--- src/rtl/clk_ctrl_pkg.sv ---
// Shared definitions for the CPU clock controller: state encoding,
// default setting width and the half-period clamp.
package clk_ctrl_pkg;

    localparam int CLK_CTRL_DIV_WIDTH = 8;

    typedef enum logic [1:0] {
        ST_HALTED   = 2'd0,
        ST_RUNNING  = 2'd1,
        ST_STEPPING = 2'd2,
        ST_DRAIN    = 2'd3
    } clk_state_e;

    // A half-period of zero would never toggle, so it is promoted to one.
    function automatic logic [31:0] clamp_half(input logic [31:0] value);
        return (value == 32'd0) ? 32'd1 : value;
    endfunction

endpackage

--- src/rtl/cpu_clock_controller.sv ---
// Run/halt/single-step controller producing a glitch-free divided CPU clock
// with a valid/ready reprogrammable half-period.
module cpu_clock_controller
    import clk_ctrl_pkg::*;
#(
    parameter int DIV_WIDTH     = CLK_CTRL_DIV_WIDTH,
    parameter int DEFAULT_HALF  = 2,
    parameter bit START_RUNNING = 1'b1
) (
    input  logic                 clk,
    input  logic                 reset,
    input  logic                 cfg_valid,
    input  logic [DIV_WIDTH-1:0] cfg_half,
    output logic                 cfg_ready,
    input  logic                 run,
    input  logic                 halt_req,
    input  logic                 step_req,
    output logic                 out_clk,
    output logic                 rise_pulse,
    output logic                 halted,
    output logic [15:0]          period_count
);

    localparam logic [DIV_WIDTH-1:0] ONE        = DIV_WIDTH'(1);
    localparam logic [DIV_WIDTH-1:0] RESET_HALF = DIV_WIDTH'(clamp_half(32'(DEFAULT_HALF)));
    localparam clk_state_e           RESET_STATE = START_RUNNING ? ST_RUNNING : ST_HALTED;

    clk_state_e           state_q, state_d;
    logic [DIV_WIDTH-1:0] cnt_q, cnt_d;
    logic [DIV_WIDTH-1:0] half_q, half_d;
    logic [DIV_WIDTH-1:0] pend_half_q, pend_half_d;
    logic                 pend_valid_q, pend_valid_d;
    logic                 out_clk_q, out_clk_d;
    logic                 rise_q, rise_d;
    logic [15:0]          period_q, period_d;
    logic                 phase_done;
    logic                 stop_req;

    // NOTE: every signal gets a default at the top so no path through the
    // case statement leaves one unassigned and infers a latch.
    always_comb begin
        state_d      = state_q;
        cnt_d        = cnt_q;
        half_d       = half_q;
        pend_half_d  = pend_half_q;
        pend_valid_d = pend_valid_q;
        out_clk_d    = out_clk_q;
        rise_d       = 1'b0;
        period_d     = period_q;
        phase_done   = (cnt_q == half_q - ONE);
        stop_req     = halt_req || !run;

        if (cfg_valid && !pend_valid_q) begin
            pend_half_d  = DIV_WIDTH'(clamp_half(32'(cfg_half)));
            pend_valid_d = 1'b1;
        end

        case (state_q)
            ST_HALTED: begin
                cnt_d     = '0;
                out_clk_d = 1'b0;
                if (pend_valid_q) begin
                    half_d       = pend_half_q;
                    pend_valid_d = 1'b0;
                end
                if (run) begin
                    state_d = ST_RUNNING;
                end else if (step_req) begin
                    state_d = ST_STEPPING;
                end
            end
            default: begin
                // A stop in the low phase is immediate; in the high phase the
                // high level is first allowed to run out through DRAIN.
                if ((state_q == ST_RUNNING && stop_req && !out_clk_q) ||
                    (state_q == ST_DRAIN && !out_clk_q)) begin
                    state_d = ST_HALTED;
                    cnt_d   = '0;
                end else begin
                    if (state_q == ST_RUNNING && stop_req) begin
                        state_d = ST_DRAIN;
                    end
                    if (phase_done) begin
                        cnt_d     = '0;
                        out_clk_d = !out_clk_q;
                        if (!out_clk_q) begin
                            rise_d   = 1'b1;
                            period_d = period_q + 16'd1;
                            // New settings take effect at a rising toggle so
                            // the high and low halves always match.
                            if (pend_valid_q) begin
                                half_d       = pend_half_q;
                                pend_valid_d = 1'b0;
                            end
                        end else if (state_q == ST_STEPPING) begin
                            state_d = ST_HALTED;
                        end
                    end else begin
                        cnt_d = cnt_q + ONE;
                    end
                end
            end
        endcase
    end

    // NOTE: sequential state uses non-blocking assignments so every register
    // samples the pre-edge values regardless of statement order.
    always_ff @(posedge clk or posedge reset) begin
        if (reset) begin
            state_q      <= RESET_STATE;
            cnt_q        <= '0;
            half_q       <= RESET_HALF;
            pend_half_q  <= RESET_HALF;
            pend_valid_q <= 1'b0;
            out_clk_q    <= 1'b0;
            rise_q       <= 1'b0;
            period_q     <= 16'd0;
        end else begin
            state_q      <= state_d;
            cnt_q        <= cnt_d;
            half_q       <= half_d;
            pend_half_q  <= pend_half_d;
            pend_valid_q <= pend_valid_d;
            out_clk_q    <= out_clk_d;
            rise_q       <= rise_d;
            period_q     <= period_d;
        end
    end

    assign cfg_ready    = !pend_valid_q;
    assign out_clk      = out_clk_q;
    assign rise_pulse   = rise_q;
    assign halted       = (state_q == ST_HALTED);
    assign period_count = period_q;

endmodule

--- config.mk ---
export PLATFORM = sky130hd
export DESIGN_NAME = cpu_clock_controller
export DESIGN_NICKNAME = d
export VERILOG_FILES = /design/src/rtl/clk_ctrl_pkg.sv /design/src/rtl/cpu_clock_controller.sv
export SDC_FILE = /design/constraint.sdc
export NUM_CORES = 1
export LEC_CHECK = 0
export CORE_UTILIZATION = 45
export DETAILED_ROUTE_END_ITERATION = 8
export DONT_BUFFER_PORTS = 1
export GPL_TIMING_DRIVEN = 0
export SYNTH_ARGS = -nofsm -noshare
export SYNTH_HDL_FRONTEND = slang
export SYNTH_SLANG_ARGS = --single-unit
export TNS_END_PERCENT = 100
--- constraint.sdc ---
create_clock -name clk -period 2.2 [get_ports clk]
set_input_delay 0.22 -clock clk [delete_from_list [all_inputs] [get_ports clk]]
set_output_delay 0.22 -clock clk [all_outputs]
set_load 0.02 [all_outputs]
**Word-level counts from Yosys, hierarchy flattened**

Index checks and enable logic that the tools add are counted.

- Word-level logic and storage cells: 66
- Bits of input ports: 14
- Register bits: 45
- Output and inout port bits: 20

- Add/sub/neg operators: 3
- Equality and inequality tests: 7
- Muxes and demuxes: 30
- Bitwise gates (word level): 3
- Reductions and logical operators: 15

Operators with widths:

| operator | number |
|---|---|
| two-way mux 8 bit | 9 |
| adder 16 x 1 -> 16 bit (second input constant) | 1 |
| two-way mux 2 bit | 8 |
| two-way mux 1 bit | 13 |
| adder 8 x 1 -> 8 bit (second input constant) | 1 |
| == test 8 bit | 1 |
| logical NOT 8 bit | 1 |
| subtractor 8 x 1 -> 8 bit (second input constant) | 1 |
| == test 2 bit (second input constant) | 2 |
| logical AND 1 bit | 4 |
| inequality test 2 bit (second input constant) | 2 |
| AND reduction 4 bit | 1 |
| logical NOT 1 bit | 3 |
| inequality test 3 bit (second input constant) | 1 |
| NOT 1 bit | 3 |
| AND reduction 3 bit | 1 |
| == test 2 x 1 -> 1 bit (second input constant) | 1 |
| logical NOT 2 bit | 1 |
| logical OR 1 bit | 2 |
| AND reduction 2 bit | 1 |
| nonzero test 2 bit | 1 |

**Depth between registers and ports, before layout**

- Depth in word-level cells: 9
- Gate-level depth with buffers: 9
- Mapped depth without buffers: 8

**Worst setup path after synthesis**

OpenSTA, ideal clock, no wires.

- Path kind: reg2reg
- Start point: register cnt_q[7]
- End point: register period_q[3] (netlist: period_count[3])
- Slack: 0.002 ns
- Buffers on the path: 1
- Cell stages (with the launch flop): 9
- Data required time: 2.070 ns
- Library setup time: 0.130 ns
- Arrival time: 2.067 ns
- Path through: dfrtp_1 xnor2_1 or4b_1 a21oi_1 nor3_1 nor3_2 buf_4 nand4_1 xnor2_1

- Cells in the longest elaborated chain, start to end: 2

RTL lines:

| what | RTL line | source |
|---|---|---|
| start: declaration | cpu_clock_controller.sv:29 | `logic [DIV_WIDTH-1:0] cnt_q, cnt_d;` |
| start signal: assignment | cpu_clock_controller.sv:120 | `cnt_q <= cnt_d;` |
| == test 8 bit | cpu_clock_controller.sv:50 | `phase_done = (cnt_q == half_q - ONE);` |
| AND reduction 4 bit (no source line) | - |  |
| end signal: assignment | cpu_clock_controller.sv:126 | `period_q <= period_d;` |
| end: declaration | cpu_clock_controller.sv:35 | `logic [15:0] period_q, period_d;` |

No other way between the ends.
A chain may end at the register's enable or synchronous reset.

**Final worst setup path**

- Start point: register cnt_q[7]
- End point: register half_q[2]

- Cells in the longest elaborated chain, start to end: 3

RTL lines:

| what | RTL line | source |
|---|---|---|
| == test 8 bit | cpu_clock_controller.sv:50 |  |
| nonzero test 2 bit (no source line) | - |  |
| AND reduction 3 bit (no source line) | - |  |
| end signal: assignment | cpu_clock_controller.sv:121 | `half_q <= half_d;` |
| end: declaration | cpu_clock_controller.sv:30 | `logic [DIV_WIDTH-1:0] half_q, half_d;` |

No other way between the ends.

==> flow_summary.yaml <==
drt:
  top_layer_used: "met4"
  drt_pass1_iterations: 4
  vias: 1571
  wl_met1_um: 1830
  met2WireLength_um: 2450
  routed_wl_um: 4550
  routedWlPerCell_um: 15.9
  wl_met3_um: 176
  final_antenna_net_count: 0
  drt_iter0_drc: 63
  route.detailed.drc: 0
  vias_per_cell: 5.49
hold_path:
  holdCritPathClass: "input pin to async pin"
sta:
  finalClockSkew_ns: 0.00793
  drv_slew: 0
  finalHoldViolCount: 7
  min_period_ns: 2.42
  period_share: 1.10
  timing.hold.ws_ns: -0.00993
  finalSetupTns_ns: -1.89
  max_slew.worst_pin.slew_ns: 0.906
  finalWorstSetupSlack_ns: -0.220
  setup_viol_count_final: 24
  rsz0062_at_grt: "true"
  fmax_mhz: 413
  slew_headroom: 0.395
global_routing:
  grt.overflow.total: 0
  grt_usage: 0.179
  antenna_found_initial: 0
  grt_pass1_wl_um: 7170
  grt_max_degree: 46
  grt_pass1_vias: 1525
clock_tree:
  hold_buffers: 0
  root_buffer: "clkbuf_8"
  cts_sinks: 45
  numCtsBuffers: 5
  cts_buffer_depth: 2
  clock_latency_ns: 0.29
  cts_tree: "built"
  clk_transition_reported_paths_ns: 0.09
  cts_htree_levels: 2
floorplanning:
  start_util: 0.467
  die_y_um: 72.0
  rows: 25
  die_w_um: 72.0
  dieArea_um2: 5190
  ios: 34
  core_um2: 4720
logic_synthesis:
  syn_inst: 201
  yosysTopAreaCellShare: 0.476
  synth_cell_type_count: 37
  syn-num-nets: 218
  synth_area_leader_cell: "dfrtp_1"
  ys_warn_count: 0
  synth.area.top_cells: "dfrtp_1 (48%), mux2_2 (8.2%), xnor2_1 (7.5%)"
  synth-edff-count: 0
  seq_area_frac_synth: 0.512
  synthArstFlopShare: 1.00
  synth-seq-cells: 45
  synthesis.area_um2: 2210
  syn_avg_cell_area_um2: 11.0
  synth_flop_cell: "dfrtp_1"
power_and_ir_drop:
  power_density_nw_per_um2: 1190
  power_leakage_nw: 1.17
  vdd_drop_max_mv: 0.518
worst_setup_path:
  cp_data_required_time_ns: 2.38
  setup.worst_path.class: "register to register"
  cp-end-kind: "register"
  reg2reg_depth: 7
  cp_max_fo: 8
  cp.arrival_ns: 2.60
  start_kind: "register"
place:
  gp_congestion: 0.781
  port_buffers: 0
  dp_hpwl_um: 3070
final_layout:
  n_antenna_cell: 0
  area_growth_pct: 23.0
  nets: 235
  drive_gt1_frac: 0.333
run_status:
  outcome: "complete, but fails checks"
  violations: "negative hold slack, negative setup slack"
flow_run:
  cap_violations: 0
-- state kept, by name, indices dropped and copies added (netlist names) --
| name | flops |
|---|---|
| period_count | 16 |
| cnt_q | 8 |
| half_q | 8 |
| pend_half_q | 8 |
| state_q | 2 |
| out_clk | 1 |
| pend_valid_q | 1 |
| rise_pulse | 1 |
-- per-layer routing --
metal | vias up | track usage
met2 | 31 | 0.311
met4 | 0 | 0.0545
met5 | - | 0
li1 | 734 | -
met3 | 9 | 0.0542
met1 | 797 | 0.213
-- logic make-up (layout without fill, tap and decap cells) --
kind of cell | Yosys count | in the layout | synth area share
adder cells (fa/ha/maj) | 3 | 3 | 0.0170
AO/OA/AOI/OAI | 15 | 15 | 0.0488
buffers and inverters | 15 | 33 | 0.0278
AND/OR/NAND/NOR | 78 | 78 | 0.197
multiplexers | 16 | 16 | 0.0817
flip-flops | 45 | 45 | 0.512
XOR/XNOR | 29 | 29 | 0.115
-- metrics by stage --
stage | setup slack (ns) | cells | area (um^2) | utilization | power (mW)
after global routing | -0.290 | 286 | 2710 | 0.574 | 3.42
after detailed placement | -0.378 | 268 | 2290 | 0.485 | 2.20
after global placement | -0.260 | 268 | 2290 | 0.485 | 2.15
after CTS | -0.125 | 280 | 2470 | 0.524 | 2.92
after floorplan | 0.00239 | 201 | 2210 | - | 1.99
final | -0.220 | 286 | 2710 | 0.574 | 3.24
-- cells in the final DEF, fill, tap and decap left out, drive strengths merged, types with 3 or more instances in the layout --
cell,count
a21oi,6
and3,9
buf,12
clkbuf,11
dfrtp,42
dfstp,3
ha,3
inv,8
mux2,16
nand2,8
nand2b,4
nand3,11
nand4,11
nor2,15
nor3,6
xnor2,19
xor2,10
-- cells in the mapped netlist, types with 2 or more instances --
master	n
xor2_1	10
and2_1	2
mux2_2	16
nand2b_1	4
dfrtp_1	42
dfstp_2	3
inv_1	8
clkbuf_1	5
nand4_1	11
nand3_1	11
a31o_2	2
nor3_1	5
nand2_1	8
a21oi_1	6
and3_1	9
a21boi_0	2
ha_1	3
xnor2_1	19
and4_1	2
nor2_1	15
nor4_1	2
-- worst paths after layout --
kind	start	end	slack [ns]
setup / recovery	cnt_q[7]$_DFF_PP0_	half_q[2]$_DFFE_PP0P_	-0.22
hold / removal	reset	period_count[8]$_DFFE_PP0P_	-0.01
setup reg to reg	cnt_q[7]$_DFF_PP0_	half_q[2]$_DFFE_PP0P_	-0.22
hold reg to reg	state_q[0]$_DFFE_PP1P_	state_q[0]$_DFFE_PP1P_	0.51
max in group asynchronous	reset	cnt_q[2]$_DFF_PP0_	1.57
min in group clk	run	state_q[0]$_DFFE_PP1P_	0.04
-- power breakdown --
part | total (mW) | internal (mW) | switching, mW | leakage (nW)
Clock | 0.619 | 0.341 | 0.278 | 0.0554
Sequential | 1.30 | 1.06 | 0.241 | 0.580
Combinational | 1.32 | 0.642 | 0.676 | 0.531
Total | 3.24 | 2.04 | 1.20 | 1.17
-- critical path, stage by stage, from the launching register on --
cell	delay (ns)
dfrtp_1	0.42
xnor2_2	0.17
or4b_4	0.51
a21oi_4	0.19
nor3_4	0.06
o41ai_2	0.41
nand3b_4	0.20
mux2_4	0.34
-- cell type report --
cell class	count	area, um^2
Clock buffer	6	72.6
Sequential cell	45	1130
Inverter	8	30.0
Clock inverter	2	38.8
Multi-Input combinational cell	141	1190
Buffer	6	48.8
Timing Repair Buffer	11	113
Tap cell	67	83.8
Fill cell	402	2010
-- timing repair --
action,in CTS,in global routing
pin swaps,5,16
setup endpoints to repair,36,36
gates resized for setup,10,41
cloned,1,1
buffers inserted,3,6
No activity file was read; power rests on OpenSTA's default activity.
